--- src/rtl/lcd_sequencer_mips.sv ---
// HD44780 command/character sequencer: power-up init, CPU write FIFO drain and
// automatic cursor line management for a 16x2 display, feeding the LCD byte writer.
`timescale 1ns/1ps
module lcd_sequencer_mips #(
    parameter logic [15:0] PWRUP_CYCLES = 16'd50000,
    parameter logic [15:0] CLR_WAIT     = 16'd4000,
    parameter int          FIFO_DEPTH   = 16
) (
    input  logic       clk_i,
    input  logic       reset_i,
    input  logic       wr_en_i,
    input  logic       wr_rs_i,
    input  logic [7:0] wr_data_i,
    output logic       full_o,
    output logic       overflow_o,
    output logic       init_done_o,
    output logic       busy_o,
    output logic [7:0] lcd_data_o,
    output logic       lcd_rs_o,
    output logic       lcd_start_o,
    input  logic       lcd_done_i,
    output logic [3:0] dbg_state_o,
    output logic [5:0] dbg_col_o
);
    localparam int          AW      = (FIFO_DEPTH > 1) ? $clog2(FIFO_DEPTH) : 1;
    localparam logic [AW:0] DEPTH_C = (AW+1)'(FIFO_DEPTH);

    typedef enum logic [3:0] {
        S_PWRUP    = 4'd0,
        S_INIT     = 4'd1,
        S_IDLE     = 4'd2,
        S_FETCH    = 4'd3,
        S_ISSUE    = 4'd4,
        S_WAIT_LO  = 4'd5,
        S_WAIT_HI  = 4'd6,
        S_POSTWAIT = 4'd7
    } state_t;

    state_t      state_q, state_d;
    logic [15:0] dly_q, dly_d;
    logic [2:0]  rom_idx_q, rom_idx_d;
    logic [5:0]  col_q, col_d;
    logic        addr_set_q, addr_set_d;
    logic        init_done_q, init_done_d;
    logic [7:0]  lcd_data_q, lcd_data_d;
    logic        lcd_rs_q, lcd_rs_d;
    logic        lcd_start_q, lcd_start_d;

    logic [8:0]    mem_q [FIFO_DEPTH];
    logic [AW-1:0] wr_ptr_q, rd_ptr_q;
    logic [AW:0]   count_q;
    logic          overflow_q;
    logic          fifo_empty, push, pop;
    logic [8:0]    head;
    logic [16:0]   dly_inc;
    logic          is_clr_home;
    state_t        ret_state;

    function automatic logic [7:0] init_rom(input logic [2:0] idx);
        case (idx)
            3'd0:    init_rom = 8'h38;
            3'd1:    init_rom = 8'h0C;
            3'd2:    init_rom = 8'h01;
            3'd3:    init_rom = 8'h06;
            default: init_rom = 8'h80;
        endcase
    endfunction

    assign fifo_empty  = (count_q == '0);
    assign full_o      = (count_q == DEPTH_C);
    assign push        = wr_en_i && (!full_o || pop);
    assign head        = mem_q[rd_ptr_q];
    assign dly_inc     = {1'b0, dly_q} + 17'd1;
    assign is_clr_home = !lcd_rs_q && ((lcd_data_q == 8'h01) || (lcd_data_q == 8'h02));
    assign ret_state   = init_done_q ? S_IDLE : S_INIT;

    // Byte handshake: data/rs are loaded before lcd_start rises and are held until the
    // controller returns lcd_done high; lcd_start rises only while lcd_done is high and
    // falls once lcd_done has been seen low.
    always_comb begin
        state_d     = state_q;
        dly_d       = dly_q;
        rom_idx_d   = rom_idx_q;
        col_d       = col_q;
        addr_set_d  = addr_set_q;
        init_done_d = init_done_q;
        lcd_data_d  = lcd_data_q;
        lcd_rs_d    = lcd_rs_q;
        lcd_start_d = lcd_start_q;
        pop         = 1'b0;
        case (state_q)
            S_PWRUP: begin
                if (dly_inc >= {1'b0, PWRUP_CYCLES}) begin
                    dly_d   = '0;
                    state_d = S_INIT;
                end else begin
                    dly_d = dly_inc[15:0];
                end
            end
            S_INIT: begin
                if (rom_idx_q == 3'd5) begin
                    init_done_d = 1'b1;
                    col_d       = '0;
                    state_d     = S_IDLE;
                end else begin
                    lcd_data_d = init_rom(rom_idx_q);
                    lcd_rs_d   = 1'b0;
                    rom_idx_d  = rom_idx_q + 3'd1;
                    state_d    = S_ISSUE;
                end
            end
            S_IDLE: begin
                if (!fifo_empty) state_d = S_FETCH;
            end
            S_FETCH: begin
                state_d = S_ISSUE;
                // addr_set_q stops col==16 re-inserting 0xC0 after the line-2 address is set
                if (head[8] && (col_q == 6'd16) && !addr_set_q) begin
                    lcd_data_d = 8'hC0;
                    lcd_rs_d   = 1'b0;
                end else if (head[8] && (col_q == 6'd32)) begin
                    lcd_data_d = 8'h80;
                    lcd_rs_d   = 1'b0;
                end else begin
                    pop        = 1'b1;
                    lcd_data_d = head[7:0];
                    lcd_rs_d   = head[8];
                end
            end
            S_ISSUE: begin
                if (lcd_done_i) begin
                    lcd_start_d = 1'b1;
                    state_d     = S_WAIT_LO;
                end
            end
            S_WAIT_LO: begin
                if (!lcd_done_i) begin
                    lcd_start_d = 1'b0;
                    state_d     = S_WAIT_HI;
                end
            end
            S_WAIT_HI: begin
                if (lcd_done_i) begin
                    if (lcd_rs_q) begin
                        col_d      = col_q + 6'd1;
                        addr_set_d = 1'b0;
                    end else if (is_clr_home) begin
                        col_d      = '0;
                        addr_set_d = 1'b0;
                    end else if (lcd_data_q[7]) begin
                        col_d      = {1'b0, lcd_data_q[6], lcd_data_q[3:0]};
                        addr_set_d = 1'b1;
                    end
                    dly_d   = '0;
                    state_d = is_clr_home ? S_POSTWAIT : ret_state;
                end
            end
            S_POSTWAIT: begin
                if (dly_inc >= {1'b0, CLR_WAIT}) begin
                    dly_d   = '0;
                    state_d = ret_state;
                end else begin
                    dly_d = dly_inc[15:0];
                end
            end
            default: state_d = S_PWRUP;
        endcase
    end

    always_ff @(posedge clk_i) begin
        if (reset_i) begin
            state_q     <= S_PWRUP;
            dly_q       <= '0;
            rom_idx_q   <= '0;
            col_q       <= '0;
            addr_set_q  <= 1'b0;
            init_done_q <= 1'b0;
            lcd_data_q  <= '0;
            lcd_rs_q    <= 1'b0;
            lcd_start_q <= 1'b0;
            wr_ptr_q    <= '0;
            rd_ptr_q    <= '0;
            count_q     <= '0;
            overflow_q  <= 1'b0;
        end else begin
            state_q     <= state_d;
            dly_q       <= dly_d;
            rom_idx_q   <= rom_idx_d;
            col_q       <= col_d;
            addr_set_q  <= addr_set_d;
            init_done_q <= init_done_d;
            lcd_data_q  <= lcd_data_d;
            lcd_rs_q    <= lcd_rs_d;
            lcd_start_q <= lcd_start_d;
            if (push) wr_ptr_q <= wr_ptr_q + AW'(1);
            if (pop)  rd_ptr_q <= rd_ptr_q + AW'(1);
            case ({push, pop})
                2'b10:   count_q <= count_q + (AW+1)'(1);
                2'b01:   count_q <= count_q - (AW+1)'(1);
                default: count_q <= count_q;
            endcase
            if (wr_en_i && full_o) overflow_q <= 1'b1;
        end
    end

    always_ff @(posedge clk_i) begin
        if (push) mem_q[wr_ptr_q] <= {wr_rs_i, wr_data_i};
    end

    assign overflow_o  = overflow_q;
    assign init_done_o = init_done_q;
    assign busy_o      = !fifo_empty || (state_q != S_IDLE);
    assign lcd_data_o  = lcd_data_q;
    assign lcd_rs_o    = lcd_rs_q;
    assign lcd_start_o = lcd_start_q;
    assign dbg_state_o = state_q;
    assign dbg_col_o   = col_q;

endmodule

--- config.mk ---
export PLATFORM = sky130hd
export DESIGN_NAME = lcd_sequencer_mips
export DESIGN_NICKNAME = d
export VERILOG_FILES = /design/src/rtl/lcd_sequencer_mips.sv
export SDC_FILE = /design/constraint.sdc
export NUM_CORES = 1
export LEC_CHECK = 0
export CAP_MARGIN = 20
export CELL_PAD_IN_SITES_DETAIL_PLACEMENT = 0
export CELL_PAD_IN_SITES_GLOBAL_PLACEMENT = 1
export CORE_MARGIN = 2
export CORE_UTILIZATION = 46
export CTS_BUF_LIST = sky130_fd_sc_hd__clkbuf_16
export DETAILED_ROUTE_END_ITERATION = 12
export PLACE_DENSITY_LB_ADDON = 0.1
export SLEW_MARGIN = 30
export SYNTH_ARGS = -nofsm -noshare
export SYNTH_HDL_FRONTEND = slang
export SYNTH_SLANG_ARGS = --single-unit
--- constraint.sdc ---
create_clock -name clk_i -period 3.46 [get_ports clk_i]
set_clock_uncertainty 0.2 [all_clocks]
set_input_delay 0.346 -clock clk_i [delete_from_list [all_inputs] [get_ports clk_i]]
set_output_delay 0.346 -clock clk_i [all_outputs]
set_load 0.02 [all_outputs]
After elaboration in Yosys (flattened, before gate mapping)
Memories as Yosys holds them, arrays and structs flattened. A register that Yosys moved wholly into a read port is not among the register bits.
Cells that the tools add are included.
{"block": "word_totals", "regBits": 55, "ramBits": 144, "inputBits": 13, "out_inout_bits": 24, "elab_cells": 125, "n_memories": 1}
{"block": "op_classes", "add_sub_neg": 7, "order_cmp": 2, "eq_ne": 28, "mux": 43, "bitwise_logic": 1, "n_reduce_logical": 30}
{"memory": "mem_q", "depth": 16, "width": 9, "read_ports": 1, "rd_clocked_by_memory_dff": 1, "write_ports": 1, "line_no": "49", "source": "logic [8:0] mem_q [FIFO_DEPTH];"}
{"cell": "16-bit two-way mux", "n": 3}
{"cell": "16-bit case mux with 3 select lines", "n": 1}
{"cell": "4-bit two-way mux", "n": 8}
{"cell": "4-bit case mux with 8 select lines", "n": 1}
{"cell": "8-bit case mux with 4 select lines", "n": 1}
{"cell": "6-bit two-way mux", "n": 5}
{"cell": "8-bit two-way mux", "n": 3}
{"cell": "16-bit by 1-bit adder with 17-bit output (second input constant)", "n": 1}
{"cell": "17-bit by 12-bit greater-or-equal comparator with 1-bit output (second input constant)", "n": 1}
{"cell": "17-bit by 16-bit greater-or-equal comparator with 1-bit output (second input constant)", "n": 1}
{"cell": "4-bit by 3-bit == test with 1-bit output (second input constant)", "n": 4}
{"cell": "2-bit inequality test (second input constant)", "n": 8}
{"cell": "8-bit case mux with 2 select lines", "n": 1}
{"cell": "1-bit two-way mux", "n": 13}
{"cell": "6-bit case mux with 2 select lines", "n": 1}
{"cell": "5-bit case mux with 2 select lines", "n": 1}
{"cell": "4-bit by 1-bit adder with 4-bit output (second input constant)", "n": 2}
{"cell": "4-bit by 2-bit == test with 1-bit output (second input constant)", "n": 2}
{"cell": "8-bit by 1-bit == test with 1-bit output (second input constant)", "n": 1}
{"cell": "8-bit by 2-bit == test with 1-bit output (second input constant)", "n": 1}
{"cell": "2-bit AND reduction", "n": 4}
{"cell": "2-bit nonzero test", "n": 4}
{"cell": "6-bit by 1-bit adder with 6-bit output (second input constant)", "n": 1}
{"cell": "3-bit by 2-bit == test with 1-bit output (second input constant)", "n": 2}
{"cell": "other kinds (27)", "n": 41}

Depth between registers and ports, before layout
Gate-level depths: netlist (run 1).
{"block": "logic_depth", "ltp_word": 9, "mapped_depth": 15, "ltp_nobuf": 15}

Worst setup path after synthesis (run 1)
Ideal clock, no wire load.
{"block": "synth_path", "kind": "register -> register", "from": "reg with a tool-made name", "to": "mem mem_q[3][0] (enable)", "setup_time_ps": 387, "arrival_time_ps": 2760, "required_ps": 2873, "setup_slack_ps": 114, "stages_incl_launch_ff": 9, "n_path_buf": 2, "path_cell_list": "dfxtp_1 -> buf_4 -> mux4_2 -> mux4_2 -> a21oi_4 -> o21a_1 -> buf_2 -> nand2_1 -> nor3_1"}
{"item": "to (decl)", "line_no": "49"}

==> results of run 1 <==
## cell families after synthesis
kind of cell               Yosys count
DFF                                202
other                                1
buffers and inverters               52
adders and majority gates           18
muxes                               49
AOI/OAI and AO/OA                   82
xor gates and xnor gates            29
and+or+nand+nor                    211
## through the flow
stage          utilization [%]  cells
2_1_floorplan                -    644
3_3_place_gp              51.0    932
3_5_place_dp              51.0    932
4_1_cts                   55.0    972
5_1_grt                   55.1    972
6_report                  55.1    972
## worst paths after layout
kind	depth (start not counted)	slack, ns	endpoint	from
worst max register to register	13	0.19	count_q[4]$_SDFFE_PP0P_	flop
worst max-delay path	13	0.19	count_q[4]$_SDFFE_PP0P_	flop
worst min register to register	2	0.27	overflow_o$_SDFFE_PP0P_	overflow_o$_SDFFE_PP0P_
worst min-delay path	2	0.12	wr_ptr_q[2]$_SDFFE_PP0P_	reset_i
## layout make-up
class	count	area (µm²)	share of cell area, %
Clock buffer	22	551	5.31
Clock inverter	18	211	2.04
Inverter	16	60.1	0.579
Multi-Input combinational cell	390	3170	30.6
Sequential cell	202	5490	52.9
Tap cell	260	325	3.14
Timing Repair Buffer	64	563	5.43
## Yosys cell counts (7+ instances only)
| master | n |
|---|---|
| a21oi_1 | 18 |
| buf_2 | 12 |
| clkbuf_1 | 19 |
| dfxtp_1 | 58 |
| edfxtp_1 | 144 |
| ha_1 | 17 |
| inv_1 | 15 |
| mux4_2 | 45 |
| nand2_1 | 42 |
| nand2b_1 | 8 |
| nand3_1 | 15 |
| nor2_1 | 66 |
| nor3_1 | 28 |
| nor3b_1 | 7 |
| o21ai_0 | 13 |
| xnor2_1 | 18 |
| xor2_1 | 11 |
## layer usage
metal	track usage, %	wire length (µm)	vias up
met5	0	0	-
met4	5.73	508	0
met3	4.16	974	40
met2	34.3	9890	139
met1	25.2	8080	2703
li1	-	-	2539
## registers in the layout, summed over array words and instances (netlist names), named ones only
register and flops:
addr_set_q 1, count_q 5, dbg_col_o 6, dbg_state_o 3
dly_q 16, init_done_o 1, lcd_data_o 8, lcd_rs_o 1
lcd_start_o 1, mem_q 144, overflow_o 1, rd_ptr_q 4
rom_idx_q 3, wr_ptr_q 4
## report_power, final
group	internal, mW	leakage [nW]	switching, mW
logic	0.0522	1.25	0.0848
registers	2.62	1.77	0.0137
clock network	1.47	0.382	0.938
## worst register-to-register path, cell delays in order, from the launching register on
cell      delay (ns)
dfxtp_4         0.41
mux4_2          0.51
mux4_2          0.55
a21oi_4         0.15
and2b_1         0.17
inv_2           0.06
fa_1            0.41
nor2b_1         0.12
o21ai_0         0.07
nand2b_1        0.13
nand2_1         0.07
o22ai_1         0.13
nor2_1          0.06
a211oi_2        0.18
==> results.sh, run 1 <==
export IMPL_status="completed"
export IMPL_design_area_mm2=0.0104
export IMPL_post_dp_hpwl_um=12700
export IMPL_gp_congestion=0.792
export IMPL_drive_gt1_share_pct=17.4
export IMPL_fillers=1558
export IMPL_period_share_pct=94.5
export IMPL_syn_nets=675
export IMPL_slowest_stage="mux4_2"
export IMPL_drc_errors=0
export IMPL_preCtsSetupSlack_ns=0.123
export IMPL_cts_resized=0
export IMPL_rsz0062_at_grt="false"
export IMPL_dieArea_mm2=0.0204
export IMPL_yosys_warnings=0
export IMPL_cp_max_fo=7
export IMPL_cts_setup_buffers=0
export IMPL_async_reset_ff_share_pct=0
export IMPL_crit_required_ns=3.68
export IMPL_critPathBufInv=1
export IMPL_synthAdderAreaFrac_pct=2.62
export IMPL_finalSetupViolCount=0
export IMPL_overflow=0
export IMPL_syn_area_per_cell_um2=13.8
export IMPL_synth_top_area_share_pct=48.7
export IMPL_clk_path_buf_depth=3
export IMPL_synthXorXnorAreaFrac_pct=2.86
export IMPL_period_needed_ns=3.27
export IMPL_synth_top_family_by_area="multiplexers"
export IMPL_synthTopCellsByArea="edfxtp_1, dfxtp_1, mux4_2"
export IMPL_synthCells=644
export IMPL_clkTransAtPathRegs_ns=0.06
export IMPL_syn_to_final_growth_pct=16.8
export IMPL_maxCapViolCount=0
export IMPL_final_cell_mix="edfxtp_1, nor2_1, dfxtp_1, mux4_2, nand2_1"
export IMPL_cts_buffers=22
export IMPL_fin_hold_ws_ns=0.116
export IMPL_yosysUniqueCellTypes=68
export IMPL_io_pin_count=37
export IMPL_synthMuxAreaShare_pct=11.9
export IMPL_fin_ws_ns=0.189
export IMPL_postPlaceCellArea_mm2=0.00960
export IMPL_worst_pin_slew_ns=0.715
export IMPL_fmax_mhz=306
export IMPL_ys_flop_type="edfxtp_1"
export IMPL_cp_end_kind="flop"
export IMPL_vias_per_cell=5.58
export IMPL_synth_seq_cells=202
export IMPL_crit_family="multiplexers"
export IMPL_power_total_mw=5.17
export IMPL_hold_buffers=0
export IMPL_layout_commonest_cell="edfxtp_1"
export IMPL_crit_path_frequent_cell="mux4_2"
export IMPL_yosysTopAreaCell="edfxtp_1"
export IMPL_slew_headroom_pct=51.8
export IMPL_grt_pass1_wl_um=30600
export IMPL_rows=50
export IMPL_grt_use_total_pct=19.8
export IMPL_hold_viol=0
export IMPL_cts_max_level=1
export IMPL_cts_sinks=202
export IMPL_portBuffers=35
export IMPL_cts_tree="built"
export IMPL_wl_per_cell_um=20.0
export IMPL_timing_critical_path_arrival_ns=3.50
export IMPL_cp_slowest_stage_delay_ns=0.55
export IMPL_ant_nets=0
export IMPL_root_buffer="clkbuf_16"
export IMPL_firstDrtPassIters=5
export IMPL_wirelength_um=19400
export IMPL_core_area_mm2=0.0188
export IMPL_tns_ns=0
export IMPL_power_leakage_nw=3.40
export IMPL_synth_compound_area_share_pct=6.68
export IMPL_cp_cell_sequence="mux4_2 > mux4_2 > a21oi_4 > and2b_1 > inv_2 > fa_1 > nor2b_1 > o21ai_0 > nand2b_1 > nand2_1 > o22ai_1 > nor2_1 > a211oi_2"
export IMPL_nets=727
export IMPL_first_global_vias=5447
export IMPL_netlist_area_mm2=0.00888
export IMPL_die_width_um=143
export IMPL_antenna_cells=0
export IMPL_synth_edff_count=144
export IMPL_ys_seq_area_share_pct=61.8
export IMPL_vdd_drop_max_mv=0.473
export IMPL_die_h_um=143
export IMPL_initial_core_util_pct=47.1
export IMPL_drt_iter0_drc=345
export IMPL_clk_latency_ns=0.51
export IMPL_hp_class="in2reg"
export IMPL_start_kind="flop"
export IMPL_slew_violations=0
export IMPL_grt_max_degree=31
export IMPL_vias=5421
export IMPL_p_per_area_mw_per_mm2=499
export IMPL_synthSimpleGateAreaFrac_pct=11.6
export IMPL_crit_type="reg2reg"
export IMPL_antenna_found_initial=0
Note: power is estimated with default switching activity, not from simulation.
==> inputs of run 2 (changes only) <==
Settings changed: CTS_CLUSTER_SIZE set to 24.
==> results of run 2 <==
No change in the layout: final DEF, timing and power equal those of run 1.
==> inputs of run 3 (changes only) <==
Settings changed: REMOVE_ABC_BUFFERS set to 1.
==> results.sh, run 3 (synthesized netlist as in run 1, its figures left out) <==
export IMPL_io_pin_count=37
export IMPL_tns_ns=0
export IMPL_grt_max_degree=31
export IMPL_grt_use_total_pct=19.3
export IMPL_regMostFlops="mem_q"
export IMPL_design_area_mm2=0.0103
export IMPL_post_dp_hpwl_um=12800
export IMPL_die_h_um=143
export IMPL_hp_class="in2reg"
export IMPL_dieArea_mm2=0.0204
export IMPL_wirelength_um=19100
export IMPL_slew_violations=0
export IMPL_largest_reg_flops=144
export IMPL_gp_congestion=0.803
export IMPL_worst_pin_slew_ns=0.922
export IMPL_start_kind="flop"
export IMPL_cts_sinks=202
export IMPL_cp_end_kind="flop"
export IMPL_die_width_um=143
export IMPL_layout_commonest_cell="edfxtp_1"
export IMPL_slew_headroom_pct=38.0
export IMPL_period_share_pct=95.1
export IMPL_grt_pass1_wl_um=30100
export IMPL_vias=5414
export IMPL_dr_max_layer_used="met4"
export IMPL_wl_met3_um=797
export IMPL_fin_cells=975
export IMPL_fmax_mhz=304
export IMPL_cts_buffers=22
export IMPL_initial_core_util_pct=47.1
export IMPL_vdd_drop_max_mv=0.377
export IMPL_clk_latency_ns=0.52
export IMPL_drt_met1_wl_um=8160
export IMPL_drc_errors=0
export IMPL_cts_tree="built"
export IMPL_crit_type="reg2reg"
export IMPL_rows=50
export IMPL_maxCapViolCount=0
export IMPL_postPlaceCellArea_mm2=0.00963
export IMPL_hold_viol=0
export IMPL_ant_nets=0
export IMPL_wl_per_cell_um=19.6
export IMPL_final_cell_mix="edfxtp_1, nor2_1, dfxtp_1, mux4_2, nand2_1"
export IMPL_hold_buffers=0
export IMPL_firstDrtPassIters=6
export IMPL_cp_max_fo=6
export IMPL_vias_per_cell=5.55
export IMPL_power_leakage_nw=3.38
export IMPL_clk_path_buf_depth=3
export IMPL_syn_to_final_growth_pct=15.9
export IMPL_p_per_area_mw_per_mm2=476
export IMPL_rsz0062_at_grt="false"
export IMPL_clkTransAtPathRegs_ns=0.06
export IMPL_timing_critical_path_arrival_ns=3.52
export IMPL_rrSetupSlack_ns=0.17
export IMPL_first_global_vias=5404
export IMPL_dp_cells=935
export IMPL_fillers=1546
export IMPL_root_buffer="clkbuf_16"
export IMPL_nets=730
export IMPL_cts_max_level=1
export IMPL_overflow=0
export IMPL_drt_iter0_drc=317
export IMPL_drive_gt1_share_pct=17.2
export IMPL_finalSetupViolCount=0
export IMPL_wl_met2_um=9750
export IMPL_portBuffers=35
export IMPL_core_area_mm2=0.0188
export IMPL_antenna_cells=0
export IMPL_status="completed"
export IMPL_period_needed_ns=3.29
export IMPL_crit_required_ns=3.68
export IMPL_final_core_util_pct=54.6
export IMPL_power_total_mw=4.90
export IMPL_antenna_found_initial=0
-- run 3: final timing paths --
kind | end | cells after the start | start
worst min register to register | overflow_o$_SDFFE_PP0P_ | 2 | overflow_o$_SDFFE_PP0P_
worst max-delay path | count_q[4]$_SDFFE_PP0P_ | 12 | flop
worst min-delay path | wr_ptr_q[0]$_SDFFE_PP0P_ | 2 | reset_i
worst max register to register | count_q[4]$_SDFFE_PP0P_ | 12 | flop
-- run 3: area by class of cell --
| type | count | area, µm² | share of cell area (%) |
|---|---|---|---|
| clock buffers | 22 | 551 | 5.35 |
| clock inverters | 18 | 110 | 1.07 |
| inverters | 16 | 60.1 | 0.584 |
| multi-input cells | 390 | 3170 | 30.8 |
| flip-flops and latches | 202 | 5490 | 53.4 |
| well taps | 260 | 325 | 3.16 |
| repair buffers | 67 | 586 | 5.69 |
-- run 3: where the power goes --
| part | internal, mW | switching (mW) |
|---|---|---|
| combinational | 0.0544 | 0.0876 |
| clock | 1.17 | 0.957 |
| sequential | 2.62 | 0.0141 |
-- run 3: worst max-delay path: stages (launching register included) --
cell and delay, ns:
dfxtp_4 0.40, mux4_2 0.51, mux4_2 0.52, a21oi_4 0.16, and2b_1 0.17, buf_4 0.14
ha_1 0.25, nor2b_1 0.14, o21ai_0 0.17, nand2b_1 0.13, o22ai_1 0.17, nor2_1 0.07
a211oi_2 0.19
-- run 3: stage by stage --
step                worst slack [ns]  hold WS, ns
floorplan                      -1.35        0.211
global placement               0.190        0.248
detailed placement             0.155        0.263
CTS                            0.129       0.0664
global route                  0.0218       0.0930
finish                         0.169       0.0648
-- run 3: layer usage --
metal,vias up,track usage (%)
met4,0,4.74
met1,2716,25.0
met2,116,34.3
met3,27,2.88
li1,2555,-
met5,-,0
-- run 3: repair_timing --
| item | in CTS | in global routing |
|---|---|---|
| gates resized for setup | 0 | 1 |
| setup endpoints to repair | 0 | 1 |
| buffers inserted | 0 | 0 |
